### config.mk
export PLATFORM = sky130hd
export DESIGN_NAME = piso_reg
export DESIGN_NICKNAME = d
export VERILOG_FILES = /design/src/rtl/piso_reg_pkg.sv /design/src/rtl/piso_hold_buf.sv /design/src/rtl/piso_reg.sv
export SDC_FILE = /design/constraint.sdc
export NUM_CORES = 1
export LEC_CHECK = 0
export CAP_MARGIN = 10
export CORE_UTILIZATION = 55
export CTS_BUF_LIST = sky130_fd_sc_hd__clkbuf_8
export DETAILED_ROUTE_END_ITERATION = 8
export DONT_BUFFER_PORTS = 1
export PLACE_DENSITY = 0.79
export REMOVE_ABC_BUFFERS = 1
export SYNTH_ARGS = -nofsm -noshare
export SYNTH_HDL_FRONTEND = slang
export SYNTH_SLANG_ARGS = --single-unit
### constraint.sdc
create_clock -name clk -period 4.1 [get_ports clk]
set_input_delay 0 -clock clk [delete_from_list [all_inputs] [get_ports clk]]
set_output_delay 0 -clock clk [all_outputs]
set_load 0.05 [all_outputs]
### src/rtl/piso_reg_pkg.sv
// Shared definitions for the piso_reg serializer: FSM state encoding.
package piso_reg_pkg;

  typedef enum logic {
    S_IDLE  = 1'b0,
    S_SHIFT = 1'b1
  } state_e;

endpackage : piso_reg_pkg

### src/rtl/piso_hold_buf.sv
// One-word holding buffer that lets the next word wait while the current one shifts out.
module piso_hold_buf #(
  parameter int width = 8
) (
  input  logic             clk,
  input  logic             reset,
  input  logic             wr_i,
  input  logic             rd_i,
  input  logic [width-1:0] data_i,
  output logic [width-1:0] data_o,
  output logic             full_o
);

  logic [width-1:0] data_q, data_d;
  logic             full_q, full_d;

  always_comb begin
    data_d = data_q;
    full_d = full_q;
    if (wr_i) begin
      data_d = data_i;
      full_d = 1'b1;
    end else if (rd_i) begin
      full_d = 1'b0;
    end
  end

  // NOTE: the stored word is cleared on reset as well, so a stale word can never resurface.
  always_ff @(posedge clk or posedge reset) begin
    if (reset) begin
      data_q <= '0;
      full_q <= 1'b0;
    end else begin
      data_q <= data_d;
      full_q <= full_d;
    end
  end

  assign data_o = data_q;
  assign full_o = full_q;

endmodule : piso_hold_buf

### src/rtl/piso_reg.sv
// Parallel-in serial-out serializer with valid/last strobes and a one-word hold buffer.
module piso_reg
  import piso_reg_pkg::*;
#(
  parameter int width     = 8,
  parameter bit MSB_FIRST = 1'b1
) (
  input  logic             clk,
  input  logic             reset,
  input  logic             load,
  input  logic [width-1:0] data_in,
  output logic             ready,
  output logic             serial_out,
  output logic             serial_valid,
  output logic             last,
  output logic             busy
);

  localparam int            CW      = $clog2(width);
  localparam logic [CW-1:0] CNT_MAX = CW'(width - 1);

  state_e           state_q, state_d;
  logic [width-1:0] sr_q, sr_d, sr_shift;
  logic [CW-1:0]    cnt_q, cnt_d;
  logic             last_q, last_d;
  logic             busy_q, busy_d;

  logic             accept;
  logic             hold_wr, hold_rd, hold_full, hold_full_next;
  logic [width-1:0] hold_data;

  assign ready  = ~hold_full;
  assign accept = load & ready;

  piso_hold_buf #(.width(width)) u_hold_buf (
    .clk    (clk),
    .reset  (reset),
    .wr_i   (hold_wr),
    .rd_i   (hold_rd),
    .data_i (data_in),
    .data_o (hold_data),
    .full_o (hold_full)
  );

  assign sr_shift = MSB_FIRST ? {sr_q[width-2:0], 1'b0} : {1'b0, sr_q[width-1:1]};

  // NOTE: every signal gets its default first, so no path through the case infers a latch.
  always_comb begin
    state_d = state_q;
    sr_d    = sr_q;
    cnt_d   = cnt_q;
    hold_wr = 1'b0;
    hold_rd = 1'b0;
    case (state_q)
      S_IDLE: begin
        if (accept) begin
          sr_d    = data_in;
          cnt_d   = CNT_MAX;
          state_d = S_SHIFT;
        end
      end
      S_SHIFT: begin
        if (cnt_q != '0) begin
          sr_d    = sr_shift;
          cnt_d   = cnt_q - CW'(1);
          hold_wr = accept;
        end else if (hold_full) begin
          sr_d    = hold_data;
          cnt_d   = CNT_MAX;
          hold_rd = 1'b1;
        end else if (accept) begin
          sr_d  = data_in;
          cnt_d = CNT_MAX;
        end else begin
          // Clearing the shift reg keeps serial_out at 0 while idle.
          sr_d    = '0;
          cnt_d   = '0;
          state_d = S_IDLE;
        end
      end
      default: state_d = S_IDLE;
    endcase
  end

  assign hold_full_next = hold_wr | (hold_full & ~hold_rd);
  assign last_d         = (state_d == S_SHIFT) && (cnt_d == '0);
  assign busy_d         = (state_d == S_SHIFT) | hold_full_next;

  // NOTE: non-blocking assignments so all state updates see the pre-edge values.
  always_ff @(posedge clk or posedge reset) begin
    if (reset) begin
      state_q <= S_IDLE;
      sr_q    <= '0;
      cnt_q   <= '0;
      last_q  <= 1'b0;
      busy_q  <= 1'b0;
    end else begin
      state_q <= state_d;
      sr_q    <= sr_d;
      cnt_q   <= cnt_d;
      last_q  <= last_d;
      busy_q  <= busy_d;
    end
  end

  assign serial_valid = (state_q == S_SHIFT);
  assign serial_out   = MSB_FIRST ? sr_q[width-1] : sr_q[0];
  assign last         = last_q;
  assign busy         = busy_q;

endmodule : piso_reg

# Word-level counts from Yosys, hierarchy flattened
# Cells that the tools add are included.
[word_totals]
romBits = 0
input_bits = 11
latchBits = 0
mem_count = 0
reg_bits = 23
elab_cells = 41
mem_bits_rw = 0
[classes]
shifts = 0
n_bitwise = 7
n_reduce_logical = 4
add_sub_neg = 1
div = 0
magnitude_cmp = 0
mux = 21
n_eq_ne = 1
mul = 0
[ops]
columns = ["operator", "n"]
rows = [
  ["2-to-1 mux 8 bit", 4],
  ["one-hot mux 8 bit (2 select lines)", 1],
  ["2-to-1 mux 3 bit", 4],
  ["2-to-1 mux 1 bit", 10],
  ["one-hot mux 3 bit (2 select lines)", 1],
  ["logical NOT 3 bit", 1],
  ["NOT 1 bit", 3],
  ["nonzero test 3 bit", 1],
  ["subtractor 3 x 1 -> 3 bit (second input constant)", 1],
  ["bitwise AND 1 bit", 2],
  ["inequality test 2 bit (second input constant)", 1],
  ["bitwise OR 1 bit", 2],
  ["one-hot mux 1 bit (2 select lines)", 1],
  ["nonzero test 2 bit", 1],
  ["logical AND 1 bit", 1],
]

# Depth between registers and ports, before layout
[depth]
ltp_word = 8
mapped_depth = 6

# By module
# A second synthesis with hierarchy kept.
[hier_totals]
hier_cells = 115
area_unflattened_um2 = 1258.7
[by_module_without_submodules]
columns = ["mod", "seq_area_each_um2", "n_inst", "cells_per_inst", "area_each_um2"]
rows = [
  ["piso_reg", 350.3, 1, 94, 885.8],
  ["piso_hold_buf", 225.2, 1, 21, 372.9],
]

# Worst setup path after synthesis
# No wires, ideal clock.
[synth_timing]
path_kind = "reg2reg"
from = "register state_q, in the netlist serial_valid"
to = "register sr_q[0]"
slack_ns = 2.602
path_stages_with_launch = 4
path_buffers = 1
t_arrival_ns = 1.372
cell_sequence = "dfrtp_1 buf_2 nand2_2 a311o_1"
[synth_between]
elab_chain_len = 2
elab_cells_between_ends = 3
[synth_lines]
columns = ["element", "line_no", "text"]
rows = [
  ["start: declaration", "piso_reg.sv:22", "state_e state_q, state_d;"],
  ["start signal: assignment", "piso_reg.sv:98", "state_q <= state_d;"],
  ["NOT 1 bit", "-", ""],
  ["one-hot mux 8 bit (2 select lines) / inequality test 2 bit (equally long branches)", "-", ""],
  ["end signal: assignment", "piso_reg.sv:99", "sr_q <= sr_d;"],
  ["end: declaration", "piso_reg.sv:23", "logic [width-1:0] sr_q, sr_d, sr_shift;"],
]
# Parallel ways exist; a longest one is shown, timed or not.
# A chain may end at the register's enable or synchronous reset.

# Final worst setup path
# Ends and elaborated chain as after synthesis.

==> impl_metrics.py <==
metrics = {
    "logic_synthesis": {
        "yosysSeqAreaShare_pct": 48.7,
        "synthTopCellsByArea": "dfrtp_1 (49%), mux2_4 (10%), nand3_1 (3.4%), o211ai_1 (3.2%), a32oi_1 (3.0%)",
        "synth_edf_count": 0,
        "syn_area_sq_mm": 0.00118,
        "synth-seq-cells": 23,
        "synth_flop_cell": "dfrtp_1",
        "synth_cells": 104,
        "postSynthAreaPerCell_sq_um": 11.4,
        "synth_top_area_share_pct": 48.7,
        "yosys_warnings": 0,
        "yosys.cell_types.count": 34,
        "async_flop_share_pct": 100,
        "synth_area_leader_cell": "dfrtp_1",
        "yosysMostFrequentCell": "dfrtp_1",
        "synth.top_cells.by_count": "dfrtp_1 (23), mux2_4 (8), nand3_1 (8)",
    },
    "clocking": {
        "cts-htree-levels": 1,
        "cts_root_buf": "clkbuf_8",
        "insertion_delay_ns": 0.26,
        "cts.path.max_buffers": 2,
        "cts_tree": "built",
        "clk_pin_slew_ns": 0.08,
        "clock_sinks": 23,
        "numCtsBuffers": 3,
        "cts-resized-gates": 0,
    },
    "setup_path": {
        "criticalPathCategory": "register to register",
        "crit-reg2reg-launch": "serial_valid",
        "worstPathArrival_ns": 2.08,
        "r2r_end": "sr_q[0]",
        "startpoint_type": "register",
        "cp.required_ns": 4.25,
        "reg2reg_slack_ns": 2.18,
        "reg2reg_depth": 3,
        "cp-end-kind": "register",
        "cp-startpoint": "serial_valid",
        "path_max_fanout": 18,
    },
    "floorplanning": {
        "die_w_microns": 48.3,
        "coreArea_sq_mm": 0.00198,
        "rows": 16,
        "fp.dieH_microns": 48.3,
        "dieArea_sq_mm": 0.00234,
        "start_util_pct": 59.6,
        "pin_count": 16,
    },
    "sta": {
        "max_freq_mhz": 520,
        "rsz0062_at_grt": "false",
        "worst_slew_pin_slew_ns": 0.901,
        "finalHoldViolCount": 0,
        "fin_setup_tns_ns": 0,
        "period_minus_slack_ns": 1.92,
        "min_period_over_period_pct": 46.9,
        "fin_skew_ns": 0.00138,
        "holdWs_ns": 0.00102,
        "worst_slack_ns": 2.18,
        "slew_headroom_pct": 40.0,
        "maxSlewViolCount": 0,
        "finalSetupViolCount": 0,
    },
    "global_routing": {
        "grt_antenna_before_repair": 0,
        "grt_max_degree": 24,
        "overflow": 0,
        "grt_pass1_vias": 795,
        "grt_usage_pct": 22.7,
        "grt_pass1_wl_microns": 4040,
    },
    "min_path": {
        "min_from": "data_in[7]",
        "holdCritPathClass": "input port to register",
        "holdPathEnd": "sr_q[7]",
        "holdPathStages": 2,
    },
    "final_layout": {
        "diodes": 0,
        "area_delta_synth_final_pct": 11.7,
        "fin_nets": 126,
        "postLayoutCellArea_sq_mm": 0.00132,
        "drive_above_1_share_pct": 13.4,
        "utilization_pct": 66.5,
    },
    "route": {
        "topRoutingLayerUsed": "met4",
        "first_pass_iters": 4,
        "drt-met1-wl_microns": 1140,
        "vias_per_cell": 6.16,
        "vias": 856,
        "met2_wirelength_microns": 1060,
        "drc": 0,
        "wl_per_cell_microns": 16.9,
        "postRouteAntennaNets": 0,
        "wl_met3_microns": 125,
        "totalWireLength_microns": 2350,
        "drt-initial-drc-count": 15,
    },
    "placed_design": {
        "place_ws_ns": 2.20,
        "dpl.hpwl_microns": 1520,
        "io_buffer_count": 0,
        "finalWeightedCongestion": 0.789,
        "dpl-instance-area_sq_mm": 0.00117,
    },
    "power_and_ir_drop": {
        "p_int_uw": 564,
        "leakage_uw": 0.000618,
        "p_sw_uw": 353,
        "vdd_drop_max_uv": 391,
        "pwr-share-comb_pct": 37.9,
        "power_density_mw_per_mm2": 695,
        "seqPwrFrac_pct": 47.1,
        "swShare_pct": 38.5,
        "clkPwrFrac_pct": 15.0,
    },
    "job": {
        "maxCapViolCount": 0,
    },
    "run_status": {
        "outcome": "finished, final reports clean",
    },
}
-- cell type report --
cell class | instances | area [sq um]
clock buffer | 3 | 41.3
clock inverter | 1 | 3.75
fill | 146 | 663
inverter | 5 | 18.8
multi-input combinational | 70 | 546
sequential | 23 | 576
tap | 27 | 33.8
timing repair buffer | 10 | 100
-- worst max-delay path, stage by stage, from the launching register on --
cell and delay (ns):
dfrtp_1 0.94, inv_2 0.32, and3_1 0.24, a311o_1 0.31
-- state kept, by name, indices dropped and copies added (netlist names) --
name               flops
busy                   1
cnt_q                  3
serial_valid           1
u_hold_buf.full_o      1
sr_q                   8
u_hold_buf.data_o      8
last                   1
-- how the worst max path moves through the flow --
stage	endpoint	slack [ns]	cells past startpoint
global route	sr_q[0]	2.13	3
floorplan	sr_q[0]	2.40	3
global placement	sr_q[0]	2.25	3
detailed placement	sr_q[0]	2.20	3
finish	sr_q[0]	2.18	3
CTS	sr_q[0]	2.20	3
-- through the flow --
step,cells,power [uW]
floorplan,98,702
global placement,125,756
detailed placement,125,773
CTS,139,921
global route,139,982
finish,139,917
-- cell families after synthesis --
logic type / after synthesis / share of synthesized area (%)
AOI/OAI and AO/OA: 27 / 16.4
muxes: 8 / 10.2
adders and majority gates: 2 / 2.12
and+or+nand+nor: 33 / 17.5
buffers and inverters: 11 / 5.08
DFF: 23 / 48.7
-- routing by layer --
metal / global-route usage [%] / vias to the layer above
met1: 34.2 / 425
met2: 33.3 / 25
met4: 4.41 / 0
met5: 0 / -
met3: 5.66 / 4
li1: - / 402
-- power by group through the flow --
stage | logic [uW] | clock network, uW | registers, uW
after floorplan | 289 | 0 | 412
after global placement | 326 | 0 | 430
after detailed placement | 338 | 0 | 436
after CTS | 348 | 141 | 432
after global routing | 385 | 149 | 447
final | 347 | 138 | 432
-- repair_timing --
action	CTS	global route
endpoints found under the hold margin	37	0
buffers inserted	0	0
hold buffers	10	0
-- layout by cell type, fill, tap and decap left out, types with 2 or more instances in the layout --
cell | netlist | routed
dfrtp_1 | 23 | 23
dlygate4sd3_1 | 0 | 10
nand3_1 | 8 | 8
mux2_4 | 8 | 8
o211ai_1 | 5 | 5
inv_1 | 4 | 5
o21ai_0 | 5 | 5
and2_1 | 5 | 5
a32oi_1 | 4 | 4
nor2_1 | 3 | 3
nand2_1 | 3 | 3
a31oi_1 | 3 | 3
clkbuf_8 | 0 | 3
and2b_1 | 2 | 2
nor3_1 | 2 | 2
a21oi_1 | 2 | 2
and3_1 | 2 | 2
and3b_1 | 2 | 2
a2bb2oi_1 | 2 | 2
ha_1 | 2 | 2
No activity file was read; power rests on OpenSTA's default activity.
